===== config.mk =====
export PLATFORM = sky130hd
export DESIGN_NAME = player_game_ctrl
export DESIGN_NICKNAME = d
export VERILOG_FILES = /design/src/rtl/player_game_ctrl.sv
export SDC_FILE = /design/constraint.sdc
export NUM_CORES = 1
export LEC_CHECK = 0
export CORE_MARGIN = 10
export CORE_UTILIZATION = 46
export DETAILED_ROUTE_END_ITERATION = 7
export PLACE_DENSITY = 0.68
export SYNTH_ARGS = -nofsm -noshare
export SYNTH_HDL_FRONTEND = slang
export SYNTH_SLANG_ARGS = --single-unit

===== constraint.sdc =====
create_clock -name game_clk -period 5.5 [get_ports game_clk]
set_input_delay 1.1 -clock game_clk [delete_from_list [all_inputs] [get_ports game_clk]]
set_output_delay 1.1 -clock game_clk [all_outputs]
set_load 0.02 [all_outputs]

===== src/rtl/player_game_ctrl.sv =====
`default_nettype none
// ============================================================================
// Module   : player_game_ctrl
// Purpose  : Top-level game controller running on the frame-rate clock.
//            Owns the game FSM (IDLE -> OPENING_SCREEN -> GAME_RUNNING ->
//            GAME_OVER), button-driven player motion with border clamping,
//            a saturating level counter and a start-button edge detector.
//            It consumes the asteroid engine's collision/exit flags and
//            produces the state and player position that the engine and
//            renderer consume.
//
// Ports    :
//   game_clk            in   1   frame-rate clock
//   rst                 in   1   asynchronous, active-low reset
//   btn                 in   5   [0]=start [1]=up [2]=down [3]=left [4]=right
//                                (already synchronised, level-sensitive)
//   collision_detected  in   1   registered collision flag from the engine
//   exit_reached        in   1   sticky exit flag from the engine
//   game_state          out  2   00 IDLE, 01 OPENING_SCREEN,
//                                10 GAME_RUNNING, 11 GAME_OVER
//   blkpos_x            out  11  player left edge
//   blkpos_y            out  11  player top edge
//   level               out  4   levels cleared, saturating at 15
//   lives               out  2   remaining lives
//
// Build option:
//   PLAYER_LIVES_EN  defined   -> three lives; a qualifying collision costs
//                                 one life and respawns the player until the
//                                 last life is lost.
//                    undefined -> lives reads constant 1; every qualifying
//                                 collision ends the game.
//
// Revision : 1.0  initial release
// ============================================================================
module player_game_ctrl #(
    parameter int SCREEN_WIDTH  = 1439,
    parameter int SCREEN_HEIGHT = 830,
    parameter int BORDER        = 50,
    parameter int BLK_SIZE      = 32,
    parameter int STEP          = 4,
    parameter int START_Y       = 790,
    parameter int OPEN_TICKS    = 120,
    parameter int GRACE_TICKS   = 2
) (
    input  logic        game_clk,
    input  logic        rst,
    input  logic [4:0]  btn,
    input  logic        collision_detected,
    input  logic        exit_reached,
    output logic [1:0]  game_state,
    output logic [10:0] blkpos_x,
    output logic [10:0] blkpos_y,
    output logic [3:0]  level,
    output logic [1:0]  lives
);

    // ------------------------------------------------------------------------
    // Derived constants. Position arithmetic is carried in 12 bits so that
    // x+STEP / y+STEP can never wrap before being compared to the limits.
    // ------------------------------------------------------------------------
    localparam int OPEN_W = (OPEN_TICKS > 1) ? $clog2(OPEN_TICKS) : 1;
    localparam int RUN_W  = (GRACE_TICKS > 0) ? $clog2(GRACE_TICKS + 1) : 1;

    localparam logic [11:0] SPAWN_X  = 12'((SCREEN_WIDTH - BLK_SIZE) / 2);
    localparam logic [11:0] SPAWN_Y  = 12'(START_Y);
    localparam logic [11:0] MIN_X    = 12'(BORDER);
    localparam logic [11:0] MAX_X    = 12'(SCREEN_WIDTH - BORDER - BLK_SIZE);
    localparam logic [11:0] MAX_Y    = 12'(SCREEN_HEIGHT - BLK_SIZE);
    localparam logic [11:0] STEP_12  = 12'(STEP);
    localparam logic [11:0] MIN_X_ST = 12'(BORDER + STEP);

    localparam logic [OPEN_W-1:0] OPEN_LAST = OPEN_W'(OPEN_TICKS - 1);
    localparam logic [RUN_W-1:0]  GRACE     = RUN_W'(GRACE_TICKS);

    typedef enum logic [1:0] {
        IDLE           = 2'b00,
        OPENING_SCREEN = 2'b01,
        GAME_RUNNING   = 2'b10,
        GAME_OVER      = 2'b11
    } state_t;

    // ------------------------------------------------------------------------
    // Registered state and next-state values
    // ------------------------------------------------------------------------
    state_t              state,      state_nxt;
    logic [10:0]         pos_x,      pos_x_nxt;
    logic [10:0]         pos_y,      pos_y_nxt;
    logic [3:0]          level_r,    level_nxt;
    logic [OPEN_W-1:0]   open_cnt,   open_cnt_nxt;
    logic [RUN_W-1:0]    run_cnt,    run_cnt_nxt;
    logic                btn0_q;

`ifdef PLAYER_LIVES_EN
    logic [1:0]          lives_r,    lives_nxt;
`endif

    logic                start_p;
    logic                respawn;
    logic                hit;
    logic [11:0]         x_ext;
    logic [11:0]         y_ext;
    logic [11:0]         x_mv;
    logic [11:0]         y_mv;

    // Rising edge of the start button; btn0_q is sampled every cycle in
    // every state so that a held button never retriggers.
    assign start_p = btn[0] & ~btn0_q;

    // Collision only counts once the grace window after entering RUNNING
    // has elapsed; the engine may still report a stale hit from the
    // previous round during those first ticks.
    assign hit = collision_detected && (run_cnt >= GRACE);

    // ------------------------------------------------------------------------
    // Candidate motion for this tick. Opposite buttons on one axis cancel.
    // ------------------------------------------------------------------------
    always_comb begin
        x_ext = {1'b0, pos_x};
        y_ext = {1'b0, pos_y};
        x_mv  = x_ext;
        y_mv  = y_ext;

        if (btn[1] && !btn[2]) begin
            if (y_ext < STEP_12) begin
                y_mv = '0;
            end else begin
                y_mv = y_ext - STEP_12;
            end
        end else if (btn[2] && !btn[1]) begin
            if ((y_ext + STEP_12) > MAX_Y) begin
                y_mv = MAX_Y;
            end else begin
                y_mv = y_ext + STEP_12;
            end
        end

        if (btn[3] && !btn[4]) begin
            if (x_ext < MIN_X_ST) begin
                x_mv = MIN_X;
            end else begin
                x_mv = x_ext - STEP_12;
            end
        end else if (btn[4] && !btn[3]) begin
            if ((x_ext + STEP_12) > MAX_X) begin
                x_mv = MAX_X;
            end else begin
                x_mv = x_ext + STEP_12;
            end
        end
    end

    // ------------------------------------------------------------------------
    // Next-state / datapath logic
    // ------------------------------------------------------------------------
    always_comb begin
        state_nxt    = state;
        pos_x_nxt    = pos_x;
        pos_y_nxt    = pos_y;
        level_nxt    = level_r;
        open_cnt_nxt = open_cnt;
        run_cnt_nxt  = run_cnt;
        respawn      = 1'b0;
`ifdef PLAYER_LIVES_EN
        lives_nxt    = lives_r;
`endif

        case (state)
            IDLE: begin
                if (start_p) begin
                    state_nxt    = OPENING_SCREEN;
                    open_cnt_nxt = '0;
                    respawn      = 1'b1;
                end
            end

            OPENING_SCREEN: begin
                // Player is pinned to the spawn point for the whole screen.
                // start_p is deliberately ignored: the engine re-rolls its
                // asteroid field on btn[0] by itself while this is shown.
                respawn = 1'b1;
                if (open_cnt == OPEN_LAST) begin
                    state_nxt   = GAME_RUNNING;
                    run_cnt_nxt = '0;
                end else begin
                    open_cnt_nxt = open_cnt + 1'b1;
                end
            end

            GAME_RUNNING: begin
                // Motion is taken on every RUNNING edge; a respawn below
                // overrides it when the round ends on this edge.
                pos_x_nxt = x_mv[10:0];
                pos_y_nxt = y_mv[10:0];

                if (run_cnt < GRACE) begin
                    run_cnt_nxt = run_cnt + 1'b1;
                end

                // Collision wins over an exit on the same tick.
                if (hit) begin
`ifdef PLAYER_LIVES_EN
                    if (lives_r > 2'd1) begin
                        lives_nxt    = lives_r - 2'd1;
                        state_nxt    = OPENING_SCREEN;
                        open_cnt_nxt = '0;
                        respawn      = 1'b1;
                    end else begin
                        lives_nxt = 2'd0;
                        state_nxt = GAME_OVER;
                    end
`else
                    state_nxt = GAME_OVER;
`endif
                end else if (exit_reached) begin
                    if (level_r != 4'hF) begin
                        level_nxt = level_r + 4'd1;
                    end
                    state_nxt    = OPENING_SCREEN;
                    open_cnt_nxt = '0;
                    respawn      = 1'b1;
                end
            end

            GAME_OVER: begin
                // Player stays frozen where it died until a new start press.
                if (start_p) begin
                    state_nxt    = OPENING_SCREEN;
                    level_nxt    = 4'd0;
                    open_cnt_nxt = '0;
                    respawn      = 1'b1;
`ifdef PLAYER_LIVES_EN
                    lives_nxt    = 2'd3;
`endif
                end
            end

            default: begin
                state_nxt = IDLE;
            end
        endcase

        if (respawn) begin
            pos_x_nxt = SPAWN_X[10:0];
            pos_y_nxt = SPAWN_Y[10:0];
        end
    end

    // ------------------------------------------------------------------------
    // State register
    // ------------------------------------------------------------------------
    always_ff @(posedge game_clk or negedge rst) begin
        if (!rst) begin
            state    <= IDLE;
            pos_x    <= SPAWN_X[10:0];
            pos_y    <= SPAWN_Y[10:0];
            level_r  <= 4'd0;
            open_cnt <= '0;
            run_cnt  <= '0;
            btn0_q   <= 1'b0;
`ifdef PLAYER_LIVES_EN
            lives_r  <= 2'd3;
`endif
        end else begin
            state    <= state_nxt;
            pos_x    <= pos_x_nxt;
            pos_y    <= pos_y_nxt;
            level_r  <= level_nxt;
            open_cnt <= open_cnt_nxt;
            run_cnt  <= run_cnt_nxt;
            btn0_q   <= btn[0];
`ifdef PLAYER_LIVES_EN
            lives_r  <= lives_nxt;
`endif
        end
    end

    // ------------------------------------------------------------------------
    // Outputs
    // ------------------------------------------------------------------------
    assign game_state = state;
    assign blkpos_x   = pos_x;
    assign blkpos_y   = pos_y;
    assign level      = level_r;
`ifdef PLAYER_LIVES_EN
    assign lives      = lives_r;
`else
    assign lives      = 2'd1;
`endif

endmodule
`default_nettype wire


# --- After elaboration in Yosys (flattened, before gate mapping) ---
# Cells that the tools add are included.
# Widths: inputs -> output; s select.
word_totals:
  register_bits: 38
  input_bits: 9
  elab_cells: 92
op_classes:
  addsub: 7
  n_lt_le_gt_ge: 6
  n_eq_ne: 14
  muxes: 34
  bitwise_logic: 2
  reduce_logical: 22
op_table:
  columns: ["operator", "count"]
  rows:
  - ["$mux 11", 12]
  - ["$mux 7", 4]
  - ["$add 11x3->12 const B", 2]
  - ["$sub 11x3->11 const B", 2]
  - ["$pmux 7 s3", 1]
  - ["$mux 4", 4]
  - ["$ne 2x2->1 const B", 7]
  - ["$gt 12x10->1 const B", 1]
  - ["$gt 12x11->1 const B", 1]
  - ["$mux 2", 6]
  - ["$lt 11x3->1 const B", 1]
  - ["$lt 11x6->1 const B", 1]
  - ["$pmux 4 s2", 1]
  - ["$add 7x1->7 const B", 1]
  - ["$eq 7x7->1 const B", 1]
  - ["$pmux 2 s3", 1]
  - ["$reduce_and 3->1", 2]
  - ["$reduce_bool 2->1", 3]
  - ["$reduce_bool 3->1", 2]
  - ["$logic_and 1x1->1", 5]
  - ["$reduce_and 5->1", 1]
  - ["$add 4x1->4 const B", 1]
  - ["$eq 2x2->1 const B", 2]
  - ["$logic_not 1->1", 4]
  - ["16 further kinds", 19]

# --- Logic depth before layout (Yosys ltp) ---
depth:
  word_depth: 7
  ltp_mapped: 9

# --- Least setup slack after synthesis ---
# No wires, ideal clock.
synth_path:
  path_type: "input-to-reg"
  start: "input btn[0]"
  end: "register pos_x[7] (netlist: blkpos_x[7])"
  setup_time_ns: 0.080
  t_arrival_ns: 2.241
  required_time_ns: 5.420
  setup_slack_ns: 3.180
  stages: 6
  path_cell_list: "nor2b_1 -> a21oi_1 -> nand4_1 -> o21bai_1 -> o21a_1 -> o22a_1"
synth_between:
  elab_chain_len: 5
  elab_cells_between_ends: 7
synth_lines:
  columns: ["element", "line", "text"]
  rows:
  - ["start, declared", "47", "input logic [4:0] btn,"]
  - ["$and 1x1->1 *", "107", "assign start_p = btn[0] & ~btn0_q;"]
  - ["$mux 1 *", "169, 226", null]
  - ["$pmux 1 s3 *", "167", "case (state)"]
  - ["$reduce_bool 3->1 (no source line) or $reduce_bool 2->1 (tied branches)", null, null]
  - ["$reduce_and 2->1 (no source line)", null, null]
  - ["end signal, assigned", "254", "pos_x <= SPAWN_X[10:0];"]
  - ["end signal, assigned", "265", "pos_x <= pos_x_nxt;"]
  - ["end, declared", "86", "logic [10:0] pos_x, pos_x_nxt;"]
# Mark *: on every way between the ends. The rest lies on a longest branch, timed or not.
# A chain may end at the register's enable or synchronous reset.

# --- Final worst setup path ---
layout_path:
  start: "input btn[1]"
  end: "register pos_y[6] (netlist: blkpos_y[6])"
layout_between:
  elab_chain_len: 4
  elab_cells_between_ends: 8
layout_lines:
  columns: ["element", "line", "text"]
  rows:
  - ["$logic_and 1x1->1 or $logic_not 1->1 (tied branches)", "123, 129", null]
  - ["$mux 11 or $logic_and 1x1->1 (tied branches)", "123, 129", null]
  - ["$mux 11 or $reduce_bool 3->1 (tied branches)", null, null]
  - ["$mux 11 or $reduce_and 2->1 (tied branches)", null, null]
  - ["end signal, assigned", "255", "pos_y <= SPAWN_Y[10:0];"]
  - ["end signal, assigned", "266", "pos_y <= pos_y_nxt;"]
  - ["end, declared", "87", "logic [10:0] pos_y, pos_y_nxt;"]
# Parallel ways exist; a longest one is shown, timed or not. The select of a mux whose other input is x is not followed.

==> flow_metrics.tcl <==
set metrics [dict create \
    tritoncts.num_buffers 5 \
    n_antenna_cell 0 \
    utilization 0.5347 \
    htree_num_levels 2 \
    rows 29 \
    grt_overflow 0 \
    nNetsFinal 410 \
    port_buffers 35 \
    finalHoldViolCount 0 \
    drt_iter0_drc 108 \
    antenna_found_initial 0 \
    final_cells 467 \
    holdPathStages 2 \
    stdcell_area_mm2 0.003415 \
    min_period_ns 3.091 \
    relSlewSlack 0.3951 \
    dp_hpwl_um 5416 \
    finalSetupViolCount 0 \
    rsz0062_at_grt "no" \
    placed_area_mm2 0.003298 \
    max-cap-violations 0 \
    path_class "input pin to flip-flop" \
    grt_pass1_vias 2689 \
    whs_ns 0.5336 \
    r2r_slack_ns 2.94 \
    dpl.cell_count 459 \
    vias_per_cell 6.032 \
    postSynthAreaPerCell_um2 8.228 \
    min_to "blkpos_y[1]" \
    gp_congestion 0.9124 \
    crit_slowest_cell "nor2b_1" \
    vias 2817 \
    peakVddDrop_mv 0.1238 \
    fmax_mhz 323.6 \
    timing.critical_path.fanout_max 10 \
    synth_seq_area_share 0.3112 \
    min_period_over_period 0.5619 \
    fin_skew_ns 0.003351 \
    end_kind "flip-flop" \
    worstPathRequired_ns 5.73 \
    start_util 0.4741 \
    track_usage 0.1458 \
    routed_wl_um 7465 \
    synth_edf_count 0 \
    post-route-drc-count 0 \
    die_w_um 101.1 \
    synth_ff_type "dfrtp_1" \
    status "completed" \
    grt_pass1_wl_um 12700 \
    synth_warnings 0 \
    core-area_mm2 0.006386 \
    cpPeakStageDelay_ns 0.55 \
    netlist_area_mm2 0.003028 \
    hp-class "flip-flop to flip-flop" \
    cts_hold_buffers 0 \
    worst_r2r_path_depth 7 \
    clkSinkCount 37 \
    grt_max_degree 38 \
    area_growth_pct 12.77 \
    reg2reg_to "blkpos_y[3]" \
    tightest_slew_ns 0.9074 \
    p_leak_nw 1.328 \
    die_area_mm2 0.01023 \
    root_buffer "clkbuf_8" \
    cts_tree "yes" \
    cp_cell_sequence "clkdlybuf4s50_1 > nor2b_1 > o21ai_0 > nor2_1 > nand2_1 > a211oi_1 > a21o_1" \
    finalSetupTns_ns 0 \
    worstPathArrival_ns 3.32 \
    wl_per_cell_um 15.99 \
    cts-root-to-sink-buffers 2 \
    report.final.slew_viol_count 0 \
    min_from "blkpos_y[1]" \
    postSynthCellCount 368 \
    drtPass1Iterations 5 \
    cts_setup_buffers 0 \
    layout-drive-gt1-share 0.08974 \
    yosysUniqueCellTypes 64 \
    synthArstFlopShare 1.000 \
    clk_pin_slew_worst_paths_ns 0.07 \
    clk_latency_ns 0.29 \
    ctsResizeCount 0 \
    num_io_pins 39 \
    p_per_area_mw_per_mm2 159.0 \
    cp-start-kind "input pin" \
    r2r-start "blkpos_y[2]" \
    final_antenna_net_count 0 \
    fp.dieH_um 101.1 \
    ys_ff_latch 37 \
]
==> layer usage <==
metal | wire length [um] | up-vias | track usage
met1 | 3416 | 1340 | 0.1886
li1 | - | 1383 | -
met3 | 448 | 11 | 0.03472
met2 | 3491 | 83 | 0.2349
met4 | 109 | 0 | 0.04502
met5 | 0 | - | 0
==> synth_stat cells (5+ instances only) <==
library cell,instances,area share
buf_2,9,0.015
o21ai_0,35,0.058
nand2_1,41,0.051
a21oi_1,19,0.031
nand4_1,6,0.012
nand2b_1,6,0.012
ha_1,12,0.050
and3_1,8,0.017
nor2_1,30,0.037
xor2_1,6,0.017
mux2i_1,7,0.023
o21a_1,7,0.017
inv_1,13,0.016
nand3_1,18,0.030
dfrtp_1,24,0.20
nor3_1,20,0.033
nor2b_1,7,0.014
a211oi_1,5,0.012
dfstp_2,13,0.11
==> power by group <==
part	internal (mW)	leakage [nW]	switching (mW)	total [mW]
Sequential	0.273	0.450	0.000174	0.273
Combinational	0.00795	0.820	0.0169	0.0248
Clock	0.148	0.0585	0.0971	0.245
==> how the worst max path moves through the flow <==
| stage | start | to | cells past startpoint |
|---|---|---|---|
| 5_1_grt | btn[1] | blkpos_y[6] | 7 |
| 3_5_place_dp | btn[1] | blkpos_y[6] | 7 |
| 6_report | btn[1] | blkpos_y[6] | 7 |
| 3_3_place_gp | btn[1] | blkpos_y[6] | 7 |
| 4_1_cts | btn[1] | blkpos_y[6] | 7 |
| 2_1_floorplan | btn[0] | blkpos_x[7] | 6 |
==> worst max-delay path: cells and delay by family <==
| kind | cells | cell delay, ns |
|---|---|---|
| buffers and inverters | 1 | 0.49 |
| AO/OA/AOI/OAI | 3 | 0.70 |
| AND/OR/NAND/NOR | 3 | 1.04 |
==> stage by stage <==
step	setup WS (ns)	power, mW
finish	2.409	0.5428
global route	2.265	0.5637
CTS	2.487	0.5491
detailed placement	2.255	0.3027
global placement	2.315	0.3027
floorplan	3.180	0.2901
==> layout by cell type (no fill, tap or decap), types with 3 or more instances in the layout <==
cell and n:
a211o_1 3, a211oi_1 5, a21o_1 4, a21oi_1 19, a22oi_1 4, a31oi_1 4
and3_1 8, clkbuf_8 6, clkdlybuf4s50_1 34, conb_1 3, dfrtp_1 24, dfstp_2 13
ha_1 12, inv_1 13, mux2i_1 7, nand2_1 41, nand2b_1 6, nand3_1 18
nand4_1 6, nor2_1 30, nor2b_1 7, nor3_1 20, nor4_1 4, o211ai_1 4
o21a_1 7, o21ai_0 35, or3_1 4, xor2_1 6
==> state kept, by name (all words and copies together), names as in the netlist <==
register and flops:
level 4, run_cnt 2, game_state 2, blkpos_y 10, open_cnt 7, btn0_q 1, blkpos_x 11
==> logic make-up after synthesis <==
family | share of synthesized area
other | 0.002480
AND/OR/NAND/NOR | 0.2740
adder cells (fa/ha/maj) | 0.04959
multiplexers | 0.02686
XOR/XNOR | 0.02314
buffers and inverters | 0.07396
flip-flops | 0.3112
AO/OA/AOI/OAI | 0.2389
==> cell type report <==
type / instances / area, um^2
Clock buffer: 7 / 86.33
Clock inverter: 1 / 30.03
Fill cell: 610 / 2972
Inverter: 13 / 48.80
Multi-Input combinational cell: 297 / 1866
Sequential cell: 37 / 942.2
Tap cell: 77 / 96.34
Timing Repair Buffer: 35 / 345.3
Note: power is estimated with default switching activity, not from simulation.
